<file path="config.mk">
export PLATFORM = sky130hd
export DESIGN_NAME = hazard_ctrl_flat
export DESIGN_NICKNAME = d
export VERILOG_FILES = /design/src/rtl/hazard_ctrl_if.sv /design/src/rtl/hazard_ctrl.sv /design/src/flat_wrapper.sv
export SDC_FILE = /design/constraint.sdc
export NUM_CORES = 1
export LEC_CHECK = 0
export ABC_AREA = 1
export BUFFER_PORTS_ARGS = -buffer_cell sky130_fd_sc_hd__buf_2
export CAP_MARGIN = 20
export CORE_UTILIZATION = 60
export DETAILED_ROUTE_END_ITERATION = 8
export PLACE_DENSITY = 0.83
export SLEW_MARGIN = 20
export SYNTH_ARGS = -nofsm -noshare
export SYNTH_HDL_FRONTEND = slang
export SYNTH_SLANG_ARGS = --single-unit
</file>
<file path="constraint.sdc">
create_clock -name clk -period 4 [get_ports clk]
set_input_delay 0.8 -clock clk [delete_from_list [all_inputs] [get_ports clk]]
set_output_delay 0.8 -clock clk [all_outputs]
set_load 0.05 [all_outputs]
</file>
<file path="src/rtl/hazard_ctrl_if.sv">
// D-stage hazard interface: decoder-side Tuse/Tnew/register info in, stall and
// forwarding selects out.
interface hazard_ctrl_if;
  logic       need_rs_D, need_rt_D;
  logic [2:0] Tuse_rs_D, Tuse_rt_D, Tnew_D;
  logic [4:0] rs_D, rt_D, A3_D;
  logic [1:0] md_op_D;
  logic       md_use_D;
  logic       flush;
  logic       stall;
  logic [1:0] fwd_rs_D, fwd_rt_D, fwd_rs_E, fwd_rt_E;
  logic       fwd_rt_M;
  logic       md_busy;

  modport master (
    output need_rs_D, need_rt_D, Tuse_rs_D, Tuse_rt_D, Tnew_D,
           rs_D, rt_D, A3_D, md_op_D, md_use_D, flush,
    input  stall, fwd_rs_D, fwd_rt_D, fwd_rs_E, fwd_rt_E, fwd_rt_M, md_busy
  );
  modport slave (
    input  need_rs_D, need_rt_D, Tuse_rs_D, Tuse_rt_D, Tnew_D,
           rs_D, rt_D, A3_D, md_op_D, md_use_D, flush,
    output stall, fwd_rs_D, fwd_rt_D, fwd_rs_E, fwd_rt_E, fwd_rt_M, md_busy
  );
endinterface

</file>
<file path="src/rtl/hazard_ctrl.sv">
// Hazard unit for the 5-stage MIPS pipeline: keeps E/M/W destination records,
// produces the D stall, D/E/M forwarding selects and the mult/div busy window.
module hazard_ctrl #(
  parameter int MULT_CYCLES = 5,
  parameter int DIV_CYCLES  = 10
) (
  input  logic       clk,
  input  logic       reset_n,
  hazard_ctrl_if.slave hz
);
  localparam logic [1:0] MD_NONE  = 2'b00;
  localparam logic [1:0] MD_MULT  = 2'b01;
  localparam logic [1:0] MD_DIV   = 2'b10;
  localparam logic [3:0] MULT_CNT = 4'(MULT_CYCLES);
  localparam logic [3:0] DIV_CNT  = 4'(DIV_CYCLES);

  typedef struct packed {
    logic [4:0] rs, rt, a3;
    logic [2:0] tnew;
    logic [1:0] md;
  } e_rec_t;

  typedef struct packed {
    logic [4:0] rt, a3;
    logic [2:0] tnew;
  } m_rec_t;

  e_rec_t     rec_e, rec_e_d;
  m_rec_t     rec_m, rec_m_d;
  logic [4:0] a3_w;
  logic [3:0] cnt;
  logic       stall, md_busy;

  function automatic logic hit(input logic [4:0] r, input logic [4:0] a3);
    return (r != 5'd0) && (r == a3);
  endfunction

  function automatic logic dep(input logic need, input logic [4:0] r, input logic [2:0] tuse,
                               input e_rec_t e, input m_rec_t m);
    return need && ((hit(r, e.a3) && (e.tnew > tuse)) || (hit(r, m.a3) && (m.tnew > tuse)));
  endfunction

  // Youngest match wins; a not-yet-ready younger producer masks older ones (stall covers it)
  function automatic logic [1:0] fwd_d(input logic [4:0] r, input e_rec_t e, input m_rec_t m,
                                       input logic [4:0] w);
    if (hit(r, e.a3)) return (e.tnew == 3'd0) ? 2'b11 : 2'b00;
    if (hit(r, m.a3)) return (m.tnew == 3'd0) ? 2'b10 : 2'b00;
    return hit(r, w) ? 2'b01 : 2'b00;
  endfunction

  function automatic logic [1:0] fwd_e(input logic [4:0] r, input m_rec_t m, input logic [4:0] w);
    if (hit(r, m.a3) && (m.tnew == 3'd0)) return 2'b10;
    return hit(r, w) ? 2'b01 : 2'b00;
  endfunction

  always_comb begin
    md_busy = (rec_e.md != MD_NONE) || (cnt != 4'd0);
    stall   = dep(hz.need_rs_D, hz.rs_D, hz.Tuse_rs_D, rec_e, rec_m) |
              dep(hz.need_rt_D, hz.rt_D, hz.Tuse_rt_D, rec_e, rec_m) |
              (hz.md_use_D & md_busy);
  end

  assign hz.stall    = stall;
  assign hz.md_busy  = md_busy;
  assign hz.fwd_rs_D = fwd_d(hz.rs_D, rec_e, rec_m, a3_w);
  assign hz.fwd_rt_D = fwd_d(hz.rt_D, rec_e, rec_m, a3_w);
  assign hz.fwd_rs_E = fwd_e(rec_e.rs, rec_m, a3_w);
  assign hz.fwd_rt_E = fwd_e(rec_e.rt, rec_m, a3_w);
  assign hz.fwd_rt_M = hit(rec_m.rt, a3_w);

  always_comb begin
    rec_e_d      = '0;
    rec_e_d.rs   = hz.rs_D;
    rec_e_d.rt   = hz.rt_D;
    rec_e_d.a3   = hz.A3_D;
    rec_e_d.tnew = hz.Tnew_D;
    rec_e_d.md   = (hz.md_op_D == 2'b11) ? MD_NONE : hz.md_op_D;
    rec_m_d      = '0;
    rec_m_d.rt   = rec_e.rt;
    rec_m_d.a3   = rec_e.a3;
    rec_m_d.tnew = (rec_e.tnew == 3'd0) ? 3'd0 : rec_e.tnew - 3'd1;
  end

  always_ff @(posedge clk or negedge reset_n) begin
    if (!reset_n) begin
      rec_e <= '0;
      rec_m <= '0;
      a3_w  <= '0;
    end else if (hz.flush) begin
      rec_e <= '0;
      rec_m <= '0;
      a3_w  <= '0;
    end else begin
      rec_e <= stall ? '0 : rec_e_d;
      rec_m <= rec_m_d;
      a3_w  <= rec_m.a3;
    end
  end

  // A flushed mult/div never starts, but a count already running keeps draining
  always_ff @(posedge clk or negedge reset_n) begin
    if (!reset_n)                              cnt <= '0;
    else if (!hz.flush && rec_e.md == MD_MULT) cnt <= MULT_CNT;
    else if (!hz.flush && rec_e.md == MD_DIV)  cnt <= DIV_CNT;
    else if (cnt != 4'd0)                      cnt <= cnt - 4'd1;
  end
endmodule
</file>
<file path="src/flat_wrapper.sv">
// flat-port wrapper written by rule: the top's interface ports become plain ports
module hazard_ctrl_flat 
#(
  parameter int MULT_CYCLES = 5,
  parameter int DIV_CYCLES  = 10
)
  (clk, reset_n, hz_need_rs_D, hz_need_rt_D, hz_Tuse_rs_D, hz_Tuse_rt_D, hz_Tnew_D, hz_rs_D, hz_rt_D, hz_A3_D, hz_md_op_D, hz_md_use_D, hz_flush, hz_stall, hz_fwd_rs_D, hz_fwd_rt_D, hz_fwd_rs_E, hz_fwd_rt_E, hz_fwd_rt_M, hz_md_busy);
  hazard_ctrl_if hz_i ();
  input  logic clk;
  input  logic reset_n;
  input wire logic [$bits(hz_i.need_rs_D)-1:0] hz_need_rs_D;
  input wire logic [$bits(hz_i.need_rt_D)-1:0] hz_need_rt_D;
  input wire logic [$bits(hz_i.Tuse_rs_D)-1:0] hz_Tuse_rs_D;
  input wire logic [$bits(hz_i.Tuse_rt_D)-1:0] hz_Tuse_rt_D;
  input wire logic [$bits(hz_i.Tnew_D)-1:0] hz_Tnew_D;
  input wire logic [$bits(hz_i.rs_D)-1:0] hz_rs_D;
  input wire logic [$bits(hz_i.rt_D)-1:0] hz_rt_D;
  input wire logic [$bits(hz_i.A3_D)-1:0] hz_A3_D;
  input wire logic [$bits(hz_i.md_op_D)-1:0] hz_md_op_D;
  input wire logic [$bits(hz_i.md_use_D)-1:0] hz_md_use_D;
  input wire logic [$bits(hz_i.flush)-1:0] hz_flush;
  output wire logic [$bits(hz_i.stall)-1:0] hz_stall;
  output wire logic [$bits(hz_i.fwd_rs_D)-1:0] hz_fwd_rs_D;
  output wire logic [$bits(hz_i.fwd_rt_D)-1:0] hz_fwd_rt_D;
  output wire logic [$bits(hz_i.fwd_rs_E)-1:0] hz_fwd_rs_E;
  output wire logic [$bits(hz_i.fwd_rt_E)-1:0] hz_fwd_rt_E;
  output wire logic [$bits(hz_i.fwd_rt_M)-1:0] hz_fwd_rt_M;
  output wire logic [$bits(hz_i.md_busy)-1:0] hz_md_busy;
  assign hz_i.need_rs_D = hz_need_rs_D;
  assign hz_i.need_rt_D = hz_need_rt_D;
  assign hz_i.Tuse_rs_D = hz_Tuse_rs_D;
  assign hz_i.Tuse_rt_D = hz_Tuse_rt_D;
  assign hz_i.Tnew_D = hz_Tnew_D;
  assign hz_i.rs_D = hz_rs_D;
  assign hz_i.rt_D = hz_rt_D;
  assign hz_i.A3_D = hz_A3_D;
  assign hz_i.md_op_D = hz_md_op_D;
  assign hz_i.md_use_D = hz_md_use_D;
  assign hz_i.flush = hz_flush;
  assign hz_stall = hz_i.stall;
  assign hz_fwd_rs_D = hz_i.fwd_rs_D;
  assign hz_fwd_rt_D = hz_i.fwd_rt_D;
  assign hz_fwd_rs_E = hz_i.fwd_rs_E;
  assign hz_fwd_rt_E = hz_i.fwd_rt_E;
  assign hz_fwd_rt_M = hz_i.fwd_rt_M;
  assign hz_md_busy = hz_i.md_busy;
  hazard_ctrl #(.MULT_CYCLES(MULT_CYCLES), .DIV_CYCLES(DIV_CYCLES)) u_core (.clk(clk), .reset_n(reset_n), .hz(hz_i));
endmodule
</file>
Word level (Yosys, flattened, before mapping):

Index checks and enable logic that the tools add are counted.

* equal/unequal tests: 14
* multiplexer cells: 35
* reductions and logical operators: 35
* magnitude comparators: 4
* bitwise operators: 3
* $add $sub $neg: 2

Operator list (number)
* 5-bit equality test: 11
* 20-bit 2-to-1 mux: 2
* 2-bit 2-to-1 mux: 15
* 5-bit nonzero test: 5
* 1-bit logical AND: 21
* 13-bit 2-to-1 mux: 1
* 3-bit greater-than comparator: 4
* 1-bit 2-to-1 mux: 12
* 4-bit 2-to-1 mux: 3
* 3-bit logical NOT: 2
* 5-bit 2-to-1 mux: 1
* 2-bit equality test (second input constant): 2
* 4-bit nonzero test: 1
* 4-bit by 1-bit subtractor with 4-bit output (second input constant): 1
* 1-bit logical OR: 3
* 3-bit 2-to-1 mux: 1
* 3-bit nonzero test: 1
* 3-bit by 1-bit subtractor with 3-bit output (second input constant): 1
* 2-bit by 1-bit equality test with 1-bit output (second input constant): 1
* 1-bit bitwise OR: 2
* 2-bit nonzero test: 1
* 1-bit bitwise AND: 1
* 1-bit logical NOT: 1

* bits in registers: 42
* logic and storage cells: 103
* input port bits: 32
* output and inout bits: 11

Depth between registers and ports, before layout:

* depth in word-level cells: 9
* depth in mapped cells: 13
* mapped depth without buffers: 11

Worst setup path after synthesis:

OpenSTA, ideal clock, no wires.

* path kind: reg-to-output
* from: register u_core.rec_m[1] (netlist bit)
* to: output hz_fwd_rs_E[0]
* slack: 0.123 ns
* stages on the path, launching flop included: 5
* data arrival time: 3.077 ns
* required time: 3.200 ns
* path buffers: 0
* cell sequence: dfrtp_1 > nor3_1 > o211ai_1 > nor4_1 > nor2_1

* word-level cells in the longest chain between the ends: 4

Ends and longest elaborated chain
* start, declared: RTL line hazard_ctrl.sv:29 `m_rec_t rec_m, rec_m_d;`
* start signal, assigned: RTL line hazard_ctrl.sv:95 `rec_m <= rec_m_d;`
* 3-bit logical NOT: RTL line hazard_ctrl.sv:52 `if (hit(r, m.a3) && (m.tnew == 3'd0)) return 2'b10;`
* 1-bit logical AND: RTL line hazard_ctrl.sv:52
* 1-bit 2-to-1 mux: RTL line hazard_ctrl.sv:52
* 2-bit 2-to-1 mux: RTL line hazard_ctrl.sv:53 `return hit(r, w) ? 2'b01 : 2'b00;`
* end, declared: RTL line flat_wrapper.sv:25 `output wire logic [$bits(hz_i.fwd_rs_E)-1:0] hz_fwd_rs_E;`

Every way passes these cells.

Worst setup path in the final report:

* from: input hz_Tuse_rt_D[2]
* to: output hz_stall

* word-level cells in the longest chain between the ends: 6

Ends and longest elaborated chain
* start, declared: RTL line flat_wrapper.sv:14 `input wire logic [$bits(hz_i.Tuse_rt_D)-1:0] hz_Tuse_rt_D;`
* 3-bit greater-than comparator: RTL line hazard_ctrl.sv:40 `return need && ((hit(r, e.a3) && (e.tnew > tuse)) || (hit(r, m.a3) && (m.tnew > tuse)));`
* 1-bit logical AND: RTL line hazard_ctrl.sv:40
* 1-bit logical OR *: RTL line hazard_ctrl.sv:40
* 1-bit logical AND *: RTL line hazard_ctrl.sv:40
* 1-bit bitwise OR *: RTL line hazard_ctrl.sv:58 `stall = dep(hz.need_rs_D, hz.rs_D, hz.Tuse_rs_D, rec_e, rec_m) |`
* 1-bit bitwise OR *: RTL line hazard_ctrl.sv:59 `dep(hz.need_rt_D, hz.rt_D, hz.Tuse_rt_D, rec_e, rec_m) |`
* end, declared: RTL line flat_wrapper.sv:22 `output wire logic [$bits(hz_i.stall)-1:0] hz_stall;`

Every way passes the cells marked *; elsewhere a longest branch is shown, timed or not.

==> results.txt <==
----------------------------------------------------
[Clocking]
  Post-CTS Setup Inserts ... 0
  Buffers from clock root to sink, at most ... 2
  TritonCTS clock tree ... built
  Number of clock sinks ... 42
  Clock Latency Late Sink ... roughly 300 ps
  Cells resized by post-CTS repair ... 0
  CTS root buffer ... sky130_fd_sc_hd__clkbuf_8
  Clock buffer count from CTS ... 5
  Clk pin slew, worst setup/hold paths ... around 80 ps
  H-Tree Depth ... 2
  # hold bufs at CTS ... 0

[Detailed routing]
  Total via count in the routed design ... 2429
  Post-DRT Antenna Nets ... 0
  Highest metal used ... met4
  Total wire length after detailed routing ... 6143 um
  Post-DR vias/cell ... around 5.3
  Detailed-routing wirelength on met1 ... about 2600 um
  Violation count after the first detailed-route iteration ... 148
  Met3 wire len ... ~250 um
  Remaining DRCs ... 2
  Count of TritonRoute iterations in the first routing pass ... 9
  Per-cell routed wire length ... 13.38 um
  Met2 wire len ... about 3100 um

[Timing]
  Setup tns final ... 0 ps
  Final hold violation count ... 0
  Minimum clock period after layout ... 3051 ps
  RSZ-0062 raised after global routing ... false
  Number of setup violations in the final report ... 0
  Slew HR ... slightly below 40%
  Setup Skew ... about 6.8 ps
  Transition at the pin with the smallest max-transition slack ... between 900 and 1000 ps
  Tightest hold margin ... between 500 and 600 ps
  Final worst-path cycle share ... about three quarters
  FMAX ... around 0.33 GHz
  Fin. max-slew vios ... 0

[Setup path]
  Worst Path Required ... ~3200 ps
  R2R cell count ... 10
  Maximum fanout encountered on the critical timing path ... 2
  Arrival time of the worst setup path ... 2250 ps
  Startpoint kind of the worst setup timing path ... primary input
  Crit Path Category ... primary input to output port
  Kind of end point of the critical path ... output port

[Power and ir drop]
  Gate power share ... about 33%
  Leakage power ... 1.678 nW
  Share of total power in sequential cells ... between 40% and 50%
  Internal power summed over all cells ... roughly 0.00080 W
  Peak ir drop on the vdd network ... ~0.28 mV
  Power Dens Cells ... 396.8 nW/um^2
  Net switching power ... 0.0004617 W
  Proportion of total power due to net switching ... roughly 37%
  Clock network fraction of total power ... 26.7%

[Synthesis]
  Number of flops mapped to enable cells by yosys ... 0
  Summed instance area of the synthesized netlist ... between 2000 and 3000 sq um
  Net count of the mapped netlist ... between 400 and 500
  Fraction of post-synthesis cell area in the top cell type by area ... a little under two fifths
  Post-synthesis cell type with the largest combined area ... sky130_fd_sc_hd__dfrtp_1
  Post-synthesis cell count ... 370
  Mean instance size in the synthesized netlist ... between 7 and 8 sq um
  Share of flip-flops with an asynchronous set or reset ... between 90% and 100%
  Syn. warnings ... 0
  Proportion of synthesized chip area in sequential cells ... between 30% and 40%
  Post-synthesis register bit count ... 42
  Cell types with the largest area share after synthesis ... sky130_fd_sc_hd__dfrtp_1, sky130_fd_sc_hd__nand2_1, sky130_fd_sc_hd__ha_1
  Count of distinct cell types in the synthesized netlist ... 32
  Leading register cell type out of synthesis ... sky130_fd_sc_hd__dfrtp_1

[Cells and area]
  Ratio of cells with drive above 1 in the final layout ... between 20% and 30%
  Most common cell after layout, fill and taps aside ... sky130_fd_sc_hd__nand2_1
  Ant diodes ... 0
  Number of nets in the layout ... between 400 and 500
  Area Overhead vs Synth ... 11.33%
  Most used cells in the layout excluding fill and tap cells ... sky130_fd_sc_hd__nand2_1, sky130_fd_sc_hd__buf_2, sky130_fd_sc_hd__dfrtp_1

[Min path]
  Cell depth of the worst min-delay path ... 1
  Min-Delay Path Class ... flop to flop

[Outcome]
  Outcome ... complete, but fails checks
  Violated checks ... DRC

[Floorplanning]
  Vertical extent of the die ... roughly 71 um
  Number of top-level design ports ... between 40 and 50
  Core ar. ... 4474 sq um
  FP Rows ... 24
  Effective utilization at floorplan ... a little under two thirds
  Overall die width ... a little over 70 um
  Full die area ... 5045 sq um

[Job]
  Maxcap violations ... 0

[Placed design]
  Half-perimeter wire length of the detailed placement result ... ~4700 um
  Routability-driven placement congestion ratio ... 0.8897
  Number of port buffers ... 42

[Global route]
  Largest net degree at the start of global routing ... 43
  Vias in the first global route ... ~2.3k
  Wire length of the first global-routing pass ... 10580 um
  Overflow left after global routing ... 0
  All-layer global routing usage ... between 20 and 30%
  Initial antenna violation count ... 0

----------------------------------------------------
## Yosys cell counts (all sizes together) (5+ instances only)
cell type,n
xnor2,22
nand2,94
ha,16
buf,6
o21ai,6
nor2,59
dfrtp,42
inv,48
nand3,16
nor3,9
xor2,16
nand4,5
clkbuf,8
## logic make-up after synthesis
group	after synthesis	share of synthesized area, %
AND/OR/NAND/NOR	192	31.47
buffers and inverters	62	8.840
flip-flops	42	36.76
XOR/XNOR	38	11.64
AO/OA/AOI/OAI	20	4.288
adder cells (fa/ha/maj)	16	7.002
## state kept, by name, indices dropped and copies added (netlist names)
name	flops
u_core.cnt	4
u_core.rec_e	20
u_core.a3_w	5
u_core.rec_m	13
## metrics by stage
stage | power (W) | utilization, % | worst slack [ps] | instances | instance area, sq um
floorplan | 0.0008355 | - | 122.6 | 370 | 2859
CTS | 0.001272 | 71.14 | 928.4 | 459 | 3183
global placement | 0.0009165 | 68.60 | 987.9 | 451 | 3069
finish | 0.001263 | 71.14 | 948.7 | 459 | 3183
global route | 0.001343 | 71.14 | 785.3 | 459 | 3183
detailed placement | 0.0009327 | 68.60 | 938.3 | 451 | 3069
## per-layer routing
| layer | track usage [%] | up-vias |
|---|---|---|
| met5 | 0 | - |
| met4 | 9.778 | 0 |
| met3 | 5.271 | 14 |
| met2 | 47.12 | 60 |
| met1 | 34.98 | 1138 |
| li1 | - | 1217 |
## layout make-up
type,count,area [sq um]
clock buffer,5,68.82
clock inverter,3,45.04
fill,351,1291
inverter,48,180.2
multi-input combinational,266,1555
sequential,42,1051
tap,52,65.06
timing repair buffer,43,217.7
## worst max-delay path: stages
cell,delay (ps)
sky130_fd_sc_hd__buf_2,70
sky130_fd_sc_hd__inv_1,50
sky130_fd_sc_hd__ha_1,300
sky130_fd_sc_hd__nand2_1,60
sky130_fd_sc_hd__or2_2,270
sky130_fd_sc_hd__a22oi_1,130
sky130_fd_sc_hd__nand2_1,70
sky130_fd_sc_hd__nand2_1,80
sky130_fd_sc_hd__nand2_1,70
sky130_fd_sc_hd__nand3_2,80
sky130_fd_sc_hd__buf_2,270
## power groups by stage
stage                     logic, W  registers (W)  clock network (W)
after floorplan           0.000329       0.000506                  0
after global placement    0.000398       0.000518                  0
after detailed placement  0.000414       0.000519                  0
after CTS                 0.000418       0.000511           0.000343
after global routing      0.000464       0.000518           0.000360
final                     0.000413       0.000512           0.000338
## worst paths after layout
kind	start	endpoint	slack (ps)
worst max-delay path	hz_Tuse_rt_D[2]	hz_stall	950
worst min register to register	u_core.rec_e[2]	u_core.rec_m[0]	510
worst max register to register	u_core.rec_m[2]	u_core.rec_e[19]	1970
max in group asynchronous	reset_n	u_core.rec_m[2]	2810
worst min-delay path	u_core.rec_e[2]	u_core.rec_m[0]	510
min in group asynchronous	reset_n	u_core.cnt[1]	620
Power figures use the tool's default switching activity.
